**src/rtl/store_narrow.sv**
```systemverilog
// Store-path narrowing unit: issues a 32-bit halfword/word store as one or two 16-bit write beats, low half first.
// Optional halfword truncation flag enabled by defining STORE_NARROW_TRUNC_CHECK_EN.
module store_narrow #(
    parameter int ADDR_W = 32
) (
    input  logic              clk,
    input  logic              rst,
    input  logic              req_valid,
    output logic              req_ready,
    input  logic [ADDR_W-1:0] req_addr,
    input  logic [31:0]       req_data,
    input  logic              req_size,
    output logic              mem_wr_en,
    output logic [ADDR_W-1:0] mem_addr,
    output logic [15:0]       mem_wdata,
    input  logic              mem_ack,
    output logic              done,
    output logic              trunc_err
);

    typedef enum logic [1:0] {
        IDLE,
        LO,
        HI
    } state_t;

    state_t      state;
    logic [15:0] data_hi;
    logic        size_word;

    // NOTE: sequential state uses non-blocking assignments so every register samples pre-edge values.
    always_ff @(posedge clk) begin
        if (rst) begin
            state     <= IDLE;
            req_ready <= 1'b1;
            mem_wr_en <= 1'b0;
            mem_addr  <= '0;
            mem_wdata <= '0;
            done      <= 1'b0;
            data_hi   <= '0;
            size_word <= 1'b0;
        end else begin
            done <= 1'b0;
            unique case (state)
                IDLE: begin
                    if (req_valid) begin
                        state     <= LO;
                        req_ready <= 1'b0;
                        mem_wr_en <= 1'b1;
                        mem_addr  <= {req_addr[ADDR_W-1:1], 1'b0};
                        mem_wdata <= req_data[15:0];
                        data_hi   <= req_data[31:16];
                        size_word <= req_size;
                    end
                end
                LO: begin
                    if (mem_ack) begin
                        if (size_word) begin
                            // mem_addr still holds the base; the carry out of the top bit is dropped.
                            state     <= HI;
                            mem_addr  <= mem_addr + ADDR_W'(2);
                            mem_wdata <= data_hi;
                        end else begin
                            state     <= IDLE;
                            mem_wr_en <= 1'b0;
                            req_ready <= 1'b1;
                            done      <= 1'b1;
                        end
                    end
                end
                HI: begin
                    if (mem_ack) begin
                        state     <= IDLE;
                        mem_wr_en <= 1'b0;
                        req_ready <= 1'b1;
                        done      <= 1'b1;
                    end
                end
                default: begin
                    state     <= IDLE;
                    mem_wr_en <= 1'b0;
                    req_ready <= 1'b1;
                end
            endcase
        end
    end

`ifdef STORE_NARROW_TRUNC_CHECK_EN
    // Flags the accept of a halfword whose upper bits would be silently dropped.
    always_ff @(posedge clk) begin
        if (rst) begin
            trunc_err <= 1'b0;
        end else begin
            trunc_err <= (state == IDLE) && req_valid && !req_size && (req_data[31:16] != 16'h0);
        end
    end
`else
    assign trunc_err = 1'b0;
`endif

endmodule

```
**config.mk**
```make
export PLATFORM = sky130hd
export DESIGN_NAME = store_narrow
export DESIGN_NICKNAME = d
export VERILOG_FILES = /design/src/rtl/store_narrow.sv
export SDC_FILE = /design/constraint.sdc
export NUM_CORES = 1
export LEC_CHECK = 0
export ABC_CLOCK_PERIOD_IN_PS = 4310
export CAP_MARGIN = 0
export CORE_ASPECT_RATIO = 1.25
export CORE_MARGIN = 1
export CORE_UTILIZATION = 35
export CTS_BUF_LIST = sky130_fd_sc_hd__clkbuf_8
export DETAILED_ROUTE_END_ITERATION = 6
export SLEW_MARGIN = 20
export SYNTH_ARGS = -nofsm -noshare
export SYNTH_HDL_FRONTEND = slang
export SYNTH_SLANG_ARGS = --single-unit
```
**constraint.sdc**
```tcl
create_clock -name clk -period 4.31 [get_ports clk]
set_input_delay 0.862 -clock clk [delete_from_list [all_inputs] [get_ports clk]]
set_output_delay 0.862 -clock clk [all_outputs]
set_load 0.03 [all_outputs]
```
# Word-level counts from Yosys, hierarchy flattened
# Cells that the tools add are included.
[word_totals]
ff_bits = 70
inputBits = 69
word_cells = 49
[classes]
n_addsub = 1
n_eq_ne = 7
muxes = 27
reduce_logical = 6
[op_table]
columns = ["cell", "count"]
rows = [
  ["2-to-1 mux 32 bit", 3],
  ["one-hot mux 32 bit (2 select lines)", 1],
  ["2-to-1 mux 16 bit", 3],
  ["adder 32 x 2 -> 32 bit, second input constant", 1],
  ["one-hot mux 16 bit (2 select lines)", 1],
  ["2-to-1 mux 1 bit", 11],
  ["inequality test 2 bit, second input constant", 5],
  ["2-to-1 mux 2 bit", 4],
  ["AND reduction 4 bit", 2],
  ["one-hot mux 1 bit (3 select lines)", 2],
  ["one-hot mux 2 bit (3 select lines)", 1],
  ["AND reduction 3 bit", 1],
  ["== test 2 x 1 -> 1 bit, second input constant", 1],
  ["== test 2 bit, second input constant", 1],
  ["logical NOT 2 bit", 1],
  ["one-hot mux 1 bit (2 select lines)", 1],
  ["AND reduction 2 bit", 1],
  ["nonzero test 2 bit", 1],
]

# Depth between registers and ports, before layout
# Gate-level depths: netlist of run 1.
[depth]
depth_word = 4
ltp_mapped = 10
depth_no_buf = 7

# Worst setup path after synthesis of run 1
# OpenSTA, ideal clock, no wires.
[synth_path]
path_type = "register to register"
from = "register mem_addr[1]"
to = "register mem_addr[19]"
arrival_ns = 2.021
t_required_ns = 4.236
setup_slack_ns = 2.214
path_stages_with_launch = 7
path_buffers = 0
synth_period_minus_slack_ns = 2.096
path_cell_list = "dfxtp_1 -> ha_1 -> and3_1 -> nand4_1 -> or2_2 -> or4_1 -> a31oi_1"
[synth_between]
elab_chain_len = 4
[synth_lines]
columns = ["item", "line", "rtl"]
rows = [
  ["start, declared", "14", "output logic [ADDR_W-1:0] mem_addr,"],
  ["start signal, assigned", "50", "mem_addr <= {req_addr[ADDR_W-1:1], 1'b0};"],
  ["start signal, assigned", "61", "mem_addr <= mem_addr + ADDR_W'(2);"],
  ["adder 32 x 2 -> 32 bit", "61", ""],
  ["2-to-1 mux 32 bit", "58", "if (size_word) begin"],
  ["2-to-1 mux 32 bit", "57", "if (mem_ack) begin"],
  ["one-hot mux 32 bit (2 select lines)", "44", "unique case (state)"],
]
# No other way between the ends. The select of a mux whose other input is x is not followed.
# A chain may end at the register's enable or synchronous reset.

# Worst setup path after layout of run 1
# Same ends and word-level chain as after synthesis.

==> run_results.csv, run 1 <==
group,metric,value,unit
status,status,"completed",
die,std_cell_rows,41,
clocking,numCtsBuffers,9,
clocking,cts_tree,"built",
setup_path,path_cells,"ha_1 > and3_1 > nand4_1 > or2_2 > or4_1 > a31oi_1",
die,ioPinCount,121,
global_route,overflow,0,
synthesis,synthesis.area,0.00375,mm²
clocking,root_buffer,"clkbuf_8",
drt,ant_nets,0,
pwr,p_clk_share,28.8,%
setup_path,crit_path_end_kind,"flop",
setup_path,cp_num_buf_inv,0,
clocking,htree_num_levels,3,
place,place_hpwl,7740,µm
drt,firstDrtPassIters,4,
timing,worst_slack,1660,ps
drt,drtIter0Drc,154,
pwr,pwr-share-comb,32.9,%
timing,setup_viol,0,
finish,multi_input_area,0.00217,mm²
clocking,ctsResizeCount,0,
setup_path,path_delay_family,"simple AND/OR/NAND/NOR gates",
setup_path,r2r-start,"mem_addr[1]",
hold_path,hold-path-endpoint,"data_hi[12]",
finish,n_antenna_cell,0,
place,place_area,0.00497,mm²
setup_path,critical-path-slowest-cell,"or2_2",
synthesis,synthDistinctLibCells,50,
hold_path,min_from,"data_hi[12]",
timing,hold_viol,0,
die,initial_core_util,36.5,%
finish,area_growth_syn_to_layout,38.5,%
clocking,clockBufferDepth,2,
timing,fmax,378,MHz
finish,drive_above_1_share,6.15,%
drt,drt-total-wl,11100,µm
synthesis,synth_most_common_cell,"dfxtp_1",
timing,min_period,2650,ps
drt,viasPerCell,5.44,
synthesis,synth_edf_count,0,
hold_path,hold_depth,2,
timing,worst_slew_pin_slew,698,ps
setup_path,cp-start-kind,"flop",
timing,rsz0062_at_grt,"false",
global_route,track_usage,20.7,%
clocking,hold_buffers,0,
timing,relSlewSlack,53.5,%
setup_path,criticalPathCategory,"flop to flop",
die,core,0.0103,mm²
place,gp_congestion,0.844,
pwr,sequentialPowerShare,38.3,%
finish,regArea,0.00138,mm²
synthesis,synth-main-ff-cell,"dfxtp_1",
pwr,p_int,1340,µW
die,die_h,118,µm
global_route,grt_max_degree,58,
timing,whs,457,ps
job,maxCapViolations,0,
timing,drv_slew,0,
finish,fill_cells,1034,
finish,fin_area,0.00519,mm²
drt,wl_per_cell,15.6,µm
drt,num_vias,3884,
die,die_w,94.5,µm
pwr,ir_drop,0.223,mV
setup_path,r2r_cells,6,
synthesis,synth.avg_cell_area,7.69,µm²
pwr,p_sw,734,µW
synthesis,async_flop_share,0,%
synthesis,synth_top_area_cell,"dfxtp_1",
setup_path,worstPathArrival,2910,ps
global_route,grt_pass1_wl,18500,µm
setup_path,cp.required,4570,ps
clocking,clk_pin_slew,80,ps
clocking,clkLatencyLatePin,340,ps
synthesis,netlist_top_cells_count,"dfxtp_1, nand2_1, a21oi_1",
global_route,antenna_found_initial,0,
timing,period_share,61.4,%
hold_path,worstHoldPathType,"flop to flop",
pwr,p_leak,0.00183,µW
drt,drcViolationCount,0,
synthesis,ys_seq_elements,69,
synthesis,ys_seq_area_share,36.9,%
clocking,cts_sinks,69,
timing,tns,0,ps
clocking,cts_setup_buffers,0,
setup_path,path_max_fanout,11,
finish,final_nets,653,
setup_path,rrSetupSlack,1660,ps
die,die_area,0.0111,mm²
pwr,netSwitchingFraction,35.3,%
synthesis,yosysWarnings,0,
setup_path,reg2reg_to,"mem_addr[19]",
global_route,grt_pass1_vias,3843,
timing,finClkSkew,8.72,ps
synthesis,synth_top_area_share,36.9,%
place,io_buffers,117,
pwr,power.density,401,mW/mm²
synthesis,postSynthCellCount,487,
setup_path,crit_start,"mem_addr[1]",
setup_path,crit_path_max_incr_delay,510,ps
place,pre_cts_ws,1360,ps
synthesis,synth.area.top_cells,"dfxtp_1, mux2i_1, nand2_1",
[power by group through the flow]
stage	sequential, µW	combinational, µW	clock, µW
floorplan	915	303	0
global placement	807	679	0
detailed placement	811	688	0
CTS	796	691	610
global route	809	743	639
finish	797	684	598
[state kept, by name (all words and copies together) (netlist names)]
name       flops
mem_addr      31
data_hi       16
mem_wdata     16
state          2
done           1
mem_wr_en      1
req_ready      1
size_word      1
[cells by family (layout without fill, tap and decap cells)]
group | Yosys count | in the layout | share of synthesized area [%]
AND/OR/NAND/NOR | 199 | 199 | 25.8
AO/OA/AOI/OAI | 137 | 137 | 22.8
flip-flops | 69 | 69 | 36.9
buffers and inverters | 49 | 146 | 5.58
multiplexers | 28 | 28 | 7.55
adder cells (fa/ha/maj) | 4 | 4 | 1.34
other | 1 | 2 | 0.100
[layout make-up]
class | count | share of cell area [%]
clock buffer | 9 | 2.39
clock inverter | 7 | 1.90
inverter | 7 | 0.506
multi-input combinational | 370 | 41.9
sequential | 69 | 26.6
tap | 129 | 3.11
timing repair buffer | 123 | 23.6
[worst register-to-register path: stages (launching register included)]
cell and delay, ps:
dfxtp_1 420, ha_1 240, and3_1 270, nand4_1 500, or2_2 510, or4_1 470, a31oi_1 150
[how the worst max path moves through the flow]
stage                     depth (start not counted)      endpoint  slack [ps]
after floorplan                                   6  mem_addr[19]        2210
after global placement                            5  mem_addr[26]        1440
after detailed placement                          5  mem_addr[26]        1360
after CTS                                         6  mem_addr[19]        1680
after global routing                              6  mem_addr[19]        1460
final                                             6  mem_addr[19]        1660
[per-stage QoR]
step	std cells	total power, µW	util (%)
final	714	2080	50.6
after global routing	714	2190	50.6
after CTS	714	2100	50.6
after detailed placement	698	1500	48.4
after global placement	698	1490	48.4
after floorplan	488	1220	-
[per-layer routing]
| metal | GRT usage [%] | wire length, µm | vias to the layer above |
|---|---|---|---|
| li1 | - | - | 1945 |
| met1 | 26.5 | 4930 | 1800 |
| met2 | 33.8 | 5300 | 124 |
| met3 | 4.33 | 728 | 15 |
| met4 | 7.86 | 171 | 0 |
| met5 | 0 | 0 | - |
[layout by cell type, fill, tap and decap left out, types with 2 or more instances in the layout]
master / instances
a211oi_1: 22
a21o_1: 4
a21oi_1: 49
a221oi_1: 2
a22o_1: 2
a22oi_1: 4
a311oi_1: 2
a31oi_1: 10
and2_1: 5
and3_1: 7
and4_1: 5
buf_4: 5
bufinv_16: 2
clkbuf_8: 9
clkdlybuf4s50_1: 116
clkinv_4: 2
conb_1: 2
dfxtp_1: 69
ha_1: 3
inv_1: 6
mux2_2: 2
mux2i_1: 26
nand2_1: 66
nand2b_1: 5
nand3_1: 23
nand4_1: 9
nor2_1: 39
nor2b_1: 8
nor3_1: 11
nor4_1: 7
o21a_1: 5
o21ai_0: 19
o22ai_1: 8
o2bb2ai_1: 2
or2_2: 5
or3_1: 2
or4_1: 2
Note: power is estimated with default switching activity, not from simulation.
==> run 2: changes to the inputs <==
--- a/config.mk
+++ b/config.mk
@@ -5,7 +5,7 @@
 export SDC_FILE = /design/constraint.sdc
 export NUM_CORES = 1
 export LEC_CHECK = 0
-export ABC_CLOCK_PERIOD_IN_PS = 4310
+export ABC_CLOCK_PERIOD_IN_PS = 2750
 export CAP_MARGIN = 0
 export CORE_ASPECT_RATIO = 1.25
 export CORE_MARGIN = 1
==> constraint.sdc (replaced) <==
create_clock -name clk -period 2.75 [get_ports clk]
set_input_delay 0.55 -clock clk [delete_from_list [all_inputs] [get_ports clk]]
set_output_delay 0.55 -clock clk [all_outputs]
set_load 0.03 [all_outputs]
==> run 2 against run 1 <==
Compared with the run above: core utilization increased by 0.28 points; highest routed layer unchanged; die area unchanged; clock power rose by 42%; cell count is 0.70% higher; via count grew 0.13%.
==> run_results.csv, run 2 (same netlist as run 1, synthesis figures left out) <==
group,metric,value,unit
pwr,p_int,2040,µW
clocking,clockBufferDepth,2,
setup_path,cp.required,3020,ps
die,core,0.0103,mm²
pwr,power.density,610,mW/mm²
pwr,sequentialPowerShare,39.2,%
global_route,grt_pass1_vias,3835,
die,initial_core_util,36.5,%
finish,area_growth_syn_to_layout,39.3,%
global_route,antenna_found_initial,0,
pwr,netSwitchingFraction,35.8,%
pwr,p_total,3180,µW
clocking,cts_tree,"built",
setup_path,crit_path_end_kind,"flop",
die,std_cell_rows,41,
setup_path,cp-start-kind,"flop",
drt,drtIter0Drc,163,
finish,top_regs,"mem_addr x31, data_hi x16, mem_wdata x16",
setup_path,worstPathArrival,2430,ps
setup_path,crit_start,"state[1]",
drt,drt-total-wl,11100,µm
drt,ant_nets,0,
timing,finClkSkew,5.50,ps
place,place_hpwl,7810,µm
drt,viasPerCell,5.41,
die,die_h,118,µm
finish,largest_register,"mem_addr",
clocking,root_buffer,"clkbuf_8",
timing,drv_slew,0,
timing,period_share,78.5,%
finish,layout_commonest_cell,"clkdlybuf4s50_1",
setup_path,path_max_fanout,25,
finish,n_antenna_cell,0,
timing,min_period,2160,ps
timing,setup_viol,0,
clocking,clk_pin_slew,80,ps
timing,fmax,463,MHz
pwr,ir_drop,0.306,mV
clocking,numCtsBuffers,9,
timing,relSlewSlack,56.7,%
finish,regArea,0.00138,mm²
place,gp_congestion,0.822,
hold_path,min_from,"data_hi[13]",
finish,layout_common_cells,"clkdlybuf4s50_1, dfxtp_1, nand2_1, a21oi_1, nor2_1",
die,ioPinCount,121,
clocking,htree_num_levels,3,
clocking,ctsResizeCount,0,
global_route,grt_max_degree,41,
timing,tns,0,ps
clocking,clkLatencyLatePin,350,ps
timing,worst_slew_pin_slew,650,ps
place,io_buffers,117,
die,die_w,94.5,µm
drt,wl_per_cell,15.4,µm
finish,drive_above_1_share,6.78,%
setup_path,criticalPathCategory,"flop to flop",
setup_path,r2r-start,"state[1]",
drt,firstDrtPassIters,4,
pwr,p_leak,0.00186,µW
pwr,p_sw,1140,µW
timing,rsz0062_at_grt,"false",
finish,multi_input_area,0.00217,mm²
die,die_area,0.0111,mm²
hold_path,worstHoldPathType,"flop to flop",
global_route,track_usage,20.8,%
finish,largest_reg_flops,31,
status,status,"completed",
global_route,overflow,0,
clocking,cts_sinks,69,
pwr,p_clk_share,26.7,%
job,maxCapViolations,0,
finish,fill_cells,1012,
drt,drcViolationCount,0,
finish,final_nets,658,
timing,hold_viol,0,
drt,num_vias,3889,
clocking,hold_buffers,0,
clocking,cts_setup_buffers,0,
pwr,pwr-share-comb,34.2,%
global_route,grt_pass1_wl,18300,µm
==> run 2: cell count changes in the layout (fill, tap and decap cells not counted), sizes merged <==
cell and delta:
buf +5, bufinv -1, clkbuf +1
==> run 2: path summary, 6_finish.rpt <==
path	slack [ps]	cells past startpoint	endpoint
worst max-delay path	590	8	mem_addr[15]
worst min-delay path	460	2	data_hi[13]
worst max register to register	590	8	mem_addr[15]
worst min register to register	460	2	data_hi[13]
==> run 2: area by class of cell <==
class,count,share of cell area (%)
Clock inverter,6,1.22
Tap cell,129,3.09
Clock buffer,10,2.64
Timing Repair Buffer,128,24.4
Sequential cell,69,26.5
Multi-Input combinational cell,370,41.7
Inverter,7,0.504
==> run 2: stage by stage <==
step | cell area (µm²) | hold slack [ps] | util [%] | instances | setup slack [ps]
floorplan | 3750 | 436 | - | 488 | 654
global placement | 5020 | 442 | 48.9 | 703 | 309
detailed placement | 5020 | 447 | 48.9 | 703 | 285
CTS | 5220 | 458 | 50.9 | 719 | 580
global route | 5220 | 475 | 50.9 | 719 | 372
finish | 5220 | 455 | 50.9 | 719 | 590
==> run 2: power by group through the flow <==
stage          Clock [µW]  Sequential [µW]  Combinational (µW)
6_report              849             1250                1090
5_1_grt               925             1270                1180
4_1_cts               873             1250                1100
3_5_place_dp            0             1270                1090
3_3_place_gp            0             1260                1080
2_1_floorplan           0             1430                 475
==> run 2: critical path, cell delays in order (launching register included) <==
cell	delay, ps
dfxtp_1	340
inv_1	90
ha_1	530
nand2b_1	230
o2bb2ai_1	170
buf_4	220
nor4_1	280
a21oi_1	70
o22ai_1	140
==> run 2: routing by layer <==
metal	vias up	GRT usage (%)	share of wire, %
li1	1956	-	-
met1	1803	25.0	44
met2	118	34.8	48
met3	12	5.36	6.7
met4	0	8.52	1.5
met5	-	0	0
==> run 3: changes to the inputs <==
--- a/config.mk
+++ b/config.mk
@@ -5,7 +5,7 @@
 export SDC_FILE = /design/constraint.sdc
 export NUM_CORES = 1
 export LEC_CHECK = 0
-export ABC_CLOCK_PERIOD_IN_PS = 2750
+export ABC_CLOCK_PERIOD_IN_PS = 2200
 export CAP_MARGIN = 0
 export CORE_ASPECT_RATIO = 1.25
 export CORE_MARGIN = 1
==> constraint.sdc (replaced) <==
create_clock -name clk -period 2.2 [get_ports clk]
set_input_delay 0.44 -clock clk [delete_from_list [all_inputs] [get_ports clk]]
set_output_delay 0.44 -clock clk [all_outputs]
set_load 0.03 [all_outputs]
==> run 3 against run 2 <==
Compared with the run above: global-route usage rose by 0.26 points; largest cell class unchanged; sequential power increased by 23%; power up 29%; hold slack better by 1.2 ps; largest power group unchanged.
==> run_results.csv, run 3 (same netlist as run 1, synthesis figures left out) <==
group,metric,value,unit
timing,fmax,493,MHz
global_route,grt_pass1_wl,18600,µm
global_route,grt_pass1_vias,3845,
place,place_area,0.00521,mm²
die,die_area,0.0111,mm²
drt,wl_per_cell,15.3,µm
drt,top_layer,"met4",
drt,drcViolationCount,0,
die,core,0.0103,mm²
finish,final_nets,680,
setup_path,cp-start-kind,"flop",
drt,drt-total-wl,11300,µm
finish,layout_common_cells,"clkdlybuf4s50_1, dfxtp_1, nand2_1, a21oi_1, nor2_1",
global_route,antenna_found_initial,0,
hold_path,min_from,"data_hi[1]",
setup_path,worstPathArrival,1590,ps
clocking,hold_buffers,0,
pwr,p_total,4090,µW
timing,tns,0,ps
setup_path,path_delay_family,"buffers and inverters",
drt,wl_met1,4990,µm
finish,largest_reg_flops,31,
pwr,ir_drop,0.292,mV
clocking,cts_tree,"built",
place,io_buffers,117,
finish,n_antenna_cell,0,
finish,layout_commonest_cell,"clkdlybuf4s50_1",
clocking,root_buffer,"clkbuf_8",
timing,finClkSkew,7.58,ps
finish,fin_util,52.8,%
setup_path,cp.required,1760,ps
die,std_cell_rows,41,
setup_path,r2r-start,"state[0]",
die,die_h,118,µm
setup_path,cp_num_buf_inv,1,
drt,dr_wl_met2,5490,µm
job,maxCapViolations,0,
clocking,clockBufferDepth,2,
clocking,htree_num_levels,3,
clocking,clk_pin_slew,70,ps
finish,area_growth_syn_to_layout,44.6,%
clocking,cts_setup_buffers,0,
global_route,overflow,0,
setup_path,path_max_fanout,9,
drt,viasPerCell,5.37,
setup_path,crit_path_max_incr_delay,740,ps
global_route,track_usage,21.1,%
clocking,numCtsBuffers,9,
clocking,cts_sinks,69,
hold_path,worstHoldPathType,"flop to flop",
pwr,power.density,755,mW/mm²
drt,ant_nets,0,
place,place_hpwl,8160,µm
finish,drive_above_1_share,10.1,%
setup_path,crit_start,"mem_addr[21]",
status,status,"completed",
clocking,clkLatencyLatePin,350,ps
place,gp_congestion,0.901,
die,initial_core_util,36.5,%
pwr,p_leak,0.00198,µW
setup_path,crit_path_end_kind,"output port",
global_route,grt_max_degree,41,
timing,hold_viol,0,
finish,largest_register,"mem_addr",
clocking,ctsResizeCount,0,
timing,drv_slew,0,
die,die_w,94.5,µm
timing,min_period,2030,ps
drt,firstDrtPassIters,4,
drt,dr_wl_met3,655,µm
drt,drtIter0Drc,214,
finish,top_regs,"mem_addr x31, data_hi x16, mem_wdata x16",
timing,rsz0062_at_grt,"false",
die,ioPinCount,121,
drt,num_vias,3980,
setup_path,critical-path-slowest-cell,"clkdlybuf4s50_1",
finish,fin_area,0.00542,mm²
setup_path,criticalPathCategory,"flop to output port",
timing,period_share,92.2,%
timing,setup_viol,0,
setup_path,path_cells,"clkdlybuf4s50_1",
run 3: changes by cell type in the layout (fill, tap and decap cells not counted), sizes merged:
cell	change
clkbuf	+2
buf	+22
clkinv	-2
run 3: final cells by class:
type                    count  area, µm²
clock buffers              12        165
clock inverters             4       46.3
fillers                  1011       4840
inverters                   7       26.3
multi-input cells         370       2170
flip-flops and latches     69       1380
well taps                 129        161
repair buffers            150       1460
run 3: report_power, final:
group | switching (µW) | internal [µW] | total, µW
Sequential | 134 | 1400 | 1540
Combinational | 795 | 664 | 1460
Clock | 486 | 611 | 1100
Total | 1420 | 2680 | 4090
run 3: tightest hold or removal path: stages (launching register included):
cell	delay, ps
dfxtp_1	310
nand2_1	50
a21oi_1	50
run 3: metrics by stage:
step / hold WS (ps) / cells / setup slack, ps
after detailed placement: 448 / 725 / 55.0
after global placement: 442 / 725 / 85.0
after CTS: 458 / 741 / 154
after floorplan: 436 / 488 / 104
after global routing: 485 / 741 / 55.7
final: 456 / 741 / 172
run 3: worst paths after layout:
kind	depth (start not counted)	slack [ps]	to
max	1	170	mem_addr[21]
min	2	460	data_hi[1]
max reg2reg	8	220	mem_addr[30]
min reg2reg	2	460	data_hi[1]
run 3: layer usage:
layer  vias up  global-route usage [%]
met3        15                    5.49
met5         -                       0
met2       121                    35.6
li1       1999                       -
met4         0                    7.10
met1      1845                    25.6
